<file path="src/rtl/regfile_wb_arbiter.sv">
// Register-file write-port arbiter: pipeline writeback has absolute priority, long-latency
// results queue in a small FIFO, and a busy scoreboard stalls decode on pending destinations.
module regfile_wb_arbiter #(
  parameter int unsigned WIDTH     = 32,
  parameter int unsigned REG_COUNT = 32,
  parameter int unsigned REG_BITS  = $clog2(REG_COUNT),
  parameter int unsigned DEPTH     = 2
) (
  input  logic                       clk,
  input  logic                       rstn,
  input  logic                       pipe_wen,
  input  logic [REG_BITS-1:0]        pipe_rd,
  input  logic signed [WIDTH-1:0]    pipe_data,
  input  logic                       mc_issue,
  input  logic [REG_BITS-1:0]        mc_issue_rd,
  input  logic                       mc_valid,
  input  logic [REG_BITS-1:0]        mc_rd,
  input  logic signed [WIDTH-1:0]    mc_data,
  output logic                       mc_ready,
  input  logic [REG_BITS-1:0]        dec_rs1,
  input  logic [REG_BITS-1:0]        dec_rs2,
  input  logic [REG_BITS-1:0]        dec_rd,
  output logic                       stall,
  output logic                       write_en,
  output logic [REG_BITS-1:0]        write_reg,
  output logic signed [WIDTH-1:0]    write_data
);

  localparam int unsigned PtrBits = (DEPTH > 1) ? $clog2(DEPTH) : 1;
  localparam int unsigned CntBits = $clog2(DEPTH) + 1;

  logic [REG_BITS-1:0]     fifo_rd_q   [DEPTH];
  logic signed [WIDTH-1:0] fifo_data_q [DEPTH];
  logic [PtrBits-1:0]      wr_ptr_q, wr_ptr_d;
  logic [PtrBits-1:0]      rd_ptr_q, rd_ptr_d;
  logic [CntBits-1:0]      count_q, count_d;

  logic                    write_en_q, write_en_d;
  logic [REG_BITS-1:0]     write_reg_q, write_reg_d;
  logic signed [WIDTH-1:0] write_data_q, write_data_d;
  logic                    fifo_wr_q, fifo_wr_d;
  logic [REG_COUNT-1:0]    busy_q, busy_d;

  logic                    full, empty, push, pop, pipe_sel;
  logic [REG_BITS-1:0]     head_rd;
  logic signed [WIDTH-1:0] head_data;

  assign full      = (count_q == CntBits'(DEPTH));
  assign empty     = (count_q == '0);
  assign mc_ready  = ~full;
  assign push      = mc_valid & ~full;
  assign pipe_sel  = pipe_wen & (pipe_rd != '0);
  assign pop       = ~pipe_sel & ~empty;
  assign head_rd   = fifo_rd_q[rd_ptr_q];
  assign head_data = fifo_data_q[rd_ptr_q];

  always_comb begin
    wr_ptr_d = wr_ptr_q;
    rd_ptr_d = rd_ptr_q;
    count_d  = count_q;
    if (push) begin
      wr_ptr_d = wr_ptr_q + PtrBits'(1);
    end
    if (pop) begin
      rd_ptr_d = rd_ptr_q + PtrBits'(1);
    end
    if (push && !pop) begin
      count_d = count_q + CntBits'(1);
    end else if (pop && !push) begin
      count_d = count_q - CntBits'(1);
    end
  end

  // Unselected cycles hold write_reg/write_data; a head with rd==0 drains silently.
  always_comb begin
    write_en_d   = 1'b0;
    write_reg_d  = write_reg_q;
    write_data_d = write_data_q;
    fifo_wr_d    = 1'b0;
    if (pipe_sel) begin
      write_en_d   = 1'b1;
      write_reg_d  = pipe_rd;
      write_data_d = pipe_data;
    end else if (pop && (head_rd != '0)) begin
      write_en_d   = 1'b1;
      write_reg_d  = head_rd;
      write_data_d = head_data;
      fifo_wr_d    = 1'b1;
    end
  end

  // Busy clears one edge after the FIFO write is driven, so stall covers the commit cycle.
  always_comb begin
    busy_d = busy_q;
    if (fifo_wr_q) begin
      busy_d[write_reg_q] = 1'b0;
    end
    if (mc_issue && (mc_issue_rd != '0)) begin
      busy_d[mc_issue_rd] = 1'b1;
    end
    busy_d[0] = 1'b0;
  end

  always_ff @(posedge clk or negedge rstn) begin
    if (!rstn) begin
      wr_ptr_q     <= '0;
      rd_ptr_q     <= '0;
      count_q      <= '0;
      write_en_q   <= 1'b0;
      write_reg_q  <= '0;
      write_data_q <= '0;
      fifo_wr_q    <= 1'b0;
      busy_q       <= '0;
    end else begin
      wr_ptr_q     <= wr_ptr_d;
      rd_ptr_q     <= rd_ptr_d;
      count_q      <= count_d;
      write_en_q   <= write_en_d;
      write_reg_q  <= write_reg_d;
      write_data_q <= write_data_d;
      fifo_wr_q    <= fifo_wr_d;
      busy_q       <= busy_d;
    end
  end

  always_ff @(posedge clk) begin
    if (push) begin
      fifo_rd_q[wr_ptr_q]   <= mc_rd;
      fifo_data_q[wr_ptr_q] <= mc_data;
    end
  end

  assign write_en   = write_en_q;
  assign write_reg  = write_reg_q;
  assign write_data = write_data_q;
  assign stall      = busy_q[dec_rs1] | busy_q[dec_rs2] | busy_q[dec_rd];

endmodule

</file>
<file path="config.mk">
export PLATFORM = sky130hd
export DESIGN_NAME = regfile_wb_arbiter
export DESIGN_NICKNAME = d
export VERILOG_FILES = /design/src/rtl/regfile_wb_arbiter.sv
export SDC_FILE = /design/constraint.sdc
export NUM_CORES = 1
export LEC_CHECK = 0
export ABC_AREA = 1
export CORE_MARGIN = 1.5
export CORE_UTILIZATION = 43
export CTS_BUF_LIST = sky130_fd_sc_hd__clkbuf_8 sky130_fd_sc_hd__clkbuf_16
export DETAILED_ROUTE_END_ITERATION = 10
export HOLD_SLACK_MARGIN = 0.15
export PLACE_DENSITY_LB_ADDON = 0.25
export SYNTH_ARGS = -nofsm -noshare
export SYNTH_HDL_FRONTEND = slang
export SYNTH_SLANG_ARGS = --single-unit
</file>
<file path="constraint.sdc">
create_clock -name clk -period 2.9 [get_ports clk]
set_clock_uncertainty 0.2 [all_clocks]
set_input_delay 0.29 -clock clk [delete_from_list [all_inputs] [get_ports clk]]
set_output_delay 0.29 -clock clk [all_outputs]
set_load 0.01 [all_outputs]
</file>
==> metrics, run 1 <==
I/O Pins=139; initial core utilization=0.442; H-tree depth=4; die area=17200 um2; CTS buffer count=17; Yosys top cell by area=edfxtp_1; first-pass GRT wire length=30100 um; CTS Hold Bufs=1; synth unique cells=29; max cap viols=0; Slowest cell on crit path=clkdlybuf4s50_1; row count=46; DP Wirelength=12700 um; Layout Nets=1040; Worst-Skew Late Latency=0.42 ns; Layout fillers=1417; Final GP Congestion=0.913; sw frac=0.350; setup bufs post-CTS=0; synthesized net count=904; CTS max path bufs=2; CP Capture Type=primary output; DR vias=6078; Clk pwr share=0.268; period utilization=0.910; HP Class=in -> reg; Critical path buffers and inverters=3; area of the core=15900 um2; Pre-antenna DRT Iters=7; unrepaired setup endpoints after global routing=false; crit path cell chain=clkdlybuf4s50_1 -> inv_1 -> nand2_1 -> nand3_1 -> nand3_1 -> nand2_1 -> nand2_1 -> nand3_1 -> nand2_1 -> nand3_1 -> clkdlybuf4s50_1; GRT Util Overall=0.236; die height=131 um; Via-to-Cell Ratio=5.20; Cell Int Power=5.43 mW; Syn Std Cell Area=7050 um2; post-detailed-route DRC marker count=0; switching pwr=2.92 mW; CTS tree=built; initial antenna violation count=0; CP peak stage delay=0.53 ns; total clock sinks=148; YS warnings=0; top-area cell type share of the netlist area=0.315; FF+latch count, synth=148; endpoints failing setup=0; number of I/O port buffers=138; Cells after Synth=804; wire length per cell=16.4 um; CP max FO=15; total power=8.35 mW; delay-heaviest family, CP=buffers and inverters; sequential power share=0.414; number of global-route vias before repair=5833; Clk pin slew, worst setup/hold paths=0.06 ns; share of cells above drive strength 1=0.0598; register bank with the most flops=fifo_data_q; clock root buffer=clkbuf_16; DP Area=8630 um2; Tmin final=2.64 ns; status=complete, no violations; global route overflow=0; drt initial violations=394; Syn Area/Cell=8.77 um2; R2R setup slack=0.59 ns; post-route ant nets=0; critical path type=in -> out; final instance area=9240 um2; combinational share of power=0.317; max reg flops=64; fin. max-slew vios=0; Total Routed Length=19200 um; post-CTS sizing=0; worst-case headroom to the max-slew limit=0.349; multi-input logic area=2590 um2; P per Cell Area=903 nW/um2; Worst EP arrival=2.15 ns; Hold Vio Cnt, Final=0; Area growth, synth to finish=31.0%; flip-flop and latch area=4070 um2; WP data required=2.41 ns; Max Fclk=379 MHz; startpoint types=input port; part of the Yosys area used for sequential elements=0.578; VDD IR max=0.595 mV; Worst-Margin Slew=0.977 ns; post-route setup TNS=0 ns; Leak Pwr=3.99 nW; Die Span X=131 um; Synth area leaders=edfxtp_1 (32%), dfrtp_1 (26%), nand2_1 (14%); largest net degree at the start of global routing=75; Ant. Diodes=0
## cell usage in the layout, fill, tap and decap left out
master,count
clkdlybuf4s50_1,137
edfxtp_1,74
inv_2,1
nor3_1,4
clkinv_4,1
nor2_4,2
nand3_2,1
mux2i_1,1
a21oi_1,1
nand3b_1,3
xnor2_1,1
inv_1,56
bufinv_16,4
clkinv_1,1
o21a_1,1
clkinv_2,6
nand2_1,264
nand3_4,1
nand4_1,1
nand2_4,2
o211ai_1,1
a31oi_1,34
dfrtp_1,74
dlygate4sd3_1,1
ha_1,1
xor2_1,2
nand3_1,124
o21ai_0,63
nor2_1,47
clkbuf_16,17
buf_4,17
o31ai_1,5
o21ai_2,5
## cells in the mapped netlist
cell	n
nand2_1	264
nand3_1	124
dfrtp_1	74
edfxtp_1	74
o21ai_0	63
inv_1	53
nor2_1	49
a31oi_1	34
clkbuf_1	18
buf_2	11
buf_6	5
o21ai_2	5
o31ai_1	5
buf_4	4
nor3_1	4
nand3b_1	3
xor2_1	2
a21oi_1	1
ha_1	1
inv_2	1
mux2i_1	1
nand2_2	1
nand2_4	1
nand3_2	1
nand3_4	1
nand4_1	1
o211ai_1	1
o21a_1	1
xnor2_1	1
## layout make-up
class	count	share of cell area
Clock buffer	17	0.0460
Clock inverter	15	0.0188
Inverter	54	0.0219
Multi-Input combinational cell	564	0.280
Sequential cell	148	0.441
Tap cell	216	0.0292
Timing Repair Buffer	155	0.163
## worst register-to-register path: cells and delay by family (launching register included)
| kind | cells | cell delay [ns] |
|---|---|---|
| simple gates | 7 | 1.23 |
| flops | 1 | 0.42 |
| buf+inv | 1 | 0.28 |
| compound gates | 1 | 0.08 |
## power by group through the flow
stage          clock, mW  combinational [mW]  sequential [mW]
2_1_floorplan          0                1.48             3.38
3_3_place_gp           0                2.61             3.47
3_5_place_dp           0                2.65             3.47
4_1_cts             2.26                2.67             3.45
5_1_grt             2.35                2.96             3.53
6_report            2.24                2.65             3.46
## path summary, 6_finish.rpt
path | end | depth (start not counted) | start
max | stall | 11 | dec_rs2[0]
max in group asynchronous | write_data[8] | 2 | rstn
max reg2reg | write_reg[4] | 9 | rd_ptr_q
min | fifo_data_q[0][27] | 1 | mc_data[27]
min reg2reg | write_data[11] | 2 | write_data[11]
min in group asynchronous | write_data[17] | 2 | rstn
## metrics by stage
stage	worst slack (ns)	std cells	hold slack [ns]	util
after floorplan	0.0496	804	-0.206	-
after global placement	0.281	1136	0.264	0.542
after detailed placement	0.258	1136	0.267	0.542
after CTS	0.246	1169	0.234	0.580
after global routing	0.0301	1169	0.244	0.580
final	0.260	1169	0.239	0.580
## logic make-up after synthesis
logic type	share of synthesized area
xor gates and xnor gates	0.00373
buffers and inverters	0.0584
AOI/OAI and AO/OA	0.0892
and+or+nand+nor	0.268
DFF	0.578
muxes	0.00142
adders and majority gates	0.00177
## metal layers
layer	global-route usage	routed length [um]	vias up
li1	-	-	2987
met1	0.294	8020	2842
met2	0.389	9270	212
met3	0.0662	1330	37
met4	0.0970	573	0
met5	0	0	-
No activity file was read; power rests on OpenSTA's default activity.
==> run 2: changes to the inputs <==
==> constraint.sdc (replaced) <==
create_clock -name clk -period 3 [get_ports clk]
set_clock_uncertainty 0.2 [all_clocks]
set_input_delay 0.3 -clock clk [delete_from_list [all_inputs] [get_ports clk]]
set_output_delay 0.3 -clock clk [all_outputs]
set_load 0.01 [all_outputs]
==> metrics, run 2 (synthesis results as in run 1) <==
status=complete, no violations; VDD IR max=0.536 mV; CP Capture Type=primary output; initial antenna violation count=0; Slowest cell on crit path=clkdlybuf4s50_1; GRT Util Overall=0.231; setup bufs post-CTS=0; crit path cell chain=clkdlybuf4s50_1 -> inv_1 -> nand2_1 -> nand3_1 -> nand3_1 -> nand2_1 -> nand2_1 -> nand3_1 -> nand2_1 -> nand3_1 -> clkdlybuf4s50_1; startpoint types=input port; CTS max path bufs=2; Leak Pwr=3.96 nW; Worst-Skew Late Latency=0.43 ns; hold_ws=0.247 ns; CP max FO=15; fin. max-slew vios=0; Pre-antenna DRT Iters=5; first-pass GRT wire length=29500 um; R2R setup slack=0.58 ns; total clock sinks=148; Clk pin slew, worst setup/hold paths=0.06 ns; reg-to-reg endpoint=write_reg[2]; Worst EP arrival=2.18 ns; H-tree depth=4; post-detailed-route DRC marker count=0; CP endpoint=stall; most common cell after layout, fill and taps aside=nand2_1; unrepaired setup endpoints after global routing=false; Tmin final=2.68 ns; Critical path buffers and inverters=3; final instance area=9230 um2; leading cell types in the layout, fill and taps excluded=nand2_1 (264), clkdlybuf4s50_1 (137), nand3_1 (124); register bank with the most flops=fifo_data_q; Max Fclk=373 MHz; Total Routed Length=18900 um; Hold Vio Cnt, Final=0; Worst-Margin Slew=0.991 ns; worst-case headroom to the max-slew limit=0.340; die height=131 um; endpoints failing setup=0; CP peak stage delay=0.53 ns; fin util=0.579; wire length per cell=16.2 um; area of the core=15900 um2; max cap viols=0; WP data required=2.50 ns; Die Span X=131 um; Area growth, synth to finish=30.9%; CTS Hold Bufs=1; CTS tree=built; die area=17200 um2; post-route setup TNS=0 ns; max reg flops=64; global route overflow=0; drt initial violations=454; Worst Setup SP=dec_rs2[0]; DR vias=6121; delay-heaviest family, CP=buffers and inverters; Final GP Congestion=0.850; R2R cell count=9; clock root buffer=clkbuf_16; row count=46; initial core utilization=0.442; post-CTS sizing=0; Via-to-Cell Ratio=5.25; P per Cell Area=871 nW/um2; critical path type=in -> out; Layout Nets=1037; I/O Pins=139; HP Class=in -> reg; number of global-route vias before repair=5666; Ant. Diodes=0; number of I/O port buffers=138; share of cells above drive strength 1=0.0526; period utilization=0.893; DP Area=8620 um2; largest net degree at the start of global routing=101; CTS buffer count=17; post-route ant nets=0; Levels on crit path=11; DP Wirelength=12600 um; FF-to-FF Start=rd_ptr_q
run 2: final cells by class:
class | instances | area, um2
clock inverters | 15 | 171
inverters | 54 | 203
flip-flops and latches | 148 | 4070
fillers | 1401 | 6710
multi-input cells | 564 | 2590
clock buffers | 17 | 425
well taps | 216 | 270
repair buffers | 152 | 1500
run 2: how the worst min path moves through the flow:
| stage | startpoint | end | slack, ns | cells after the start |
|---|---|---|---|---|
| floorplan | rstn | busy_q[10] | -0.20 | 0 |
| global placement | count_q[0] | count_q[0] | 0.26 | 1 |
| detailed placement | count_q[0] | count_q[0] | 0.26 | 1 |
| CTS | mc_data[26] | fifo_data_q[1][26] | 0.24 | 1 |
| global route | mc_data[15] | fifo_data_q[0][15] | 0.24 | 1 |
| finish | mc_data[26] | fifo_data_q[1][26] | 0.25 | 1 |
run 2: per-stage QoR:
step | worst slack, ns | instances | power, mW
2_1_floorplan | 0.150 | 804 | 4.70
3_3_place_gp | 0.342 | 1133 | 5.87
3_5_place_dp | 0.327 | 1133 | 5.91
4_1_cts | 0.320 | 1166 | 8.07
5_1_grt | 0.132 | 1166 | 8.50
6_report | 0.321 | 1166 | 8.04
run 2: layer usage:
metal | wire [um] | up-vias | global-route usage
li1 | - | 2994 | -
met1 | 7910 | 2852 | 0.304
met2 | 9010 | 238 | 0.366
met3 | 1530 | 37 | 0.0674
met4 | 440 | 0 | 0.0789
met5 | 0 | - | 0
run 2: report_power, final:
part / leakage (nW) / internal, mW / switching [mW] / total, mW
Sequential: 1.52 / 2.83 / 0.537 / 3.37
Combinational: 2.14 / 1.05 / 1.48 / 2.52
Clock: 0.298 / 1.37 / 0.780 / 2.15
Total: 3.96 / 5.24 / 2.79 / 8.04
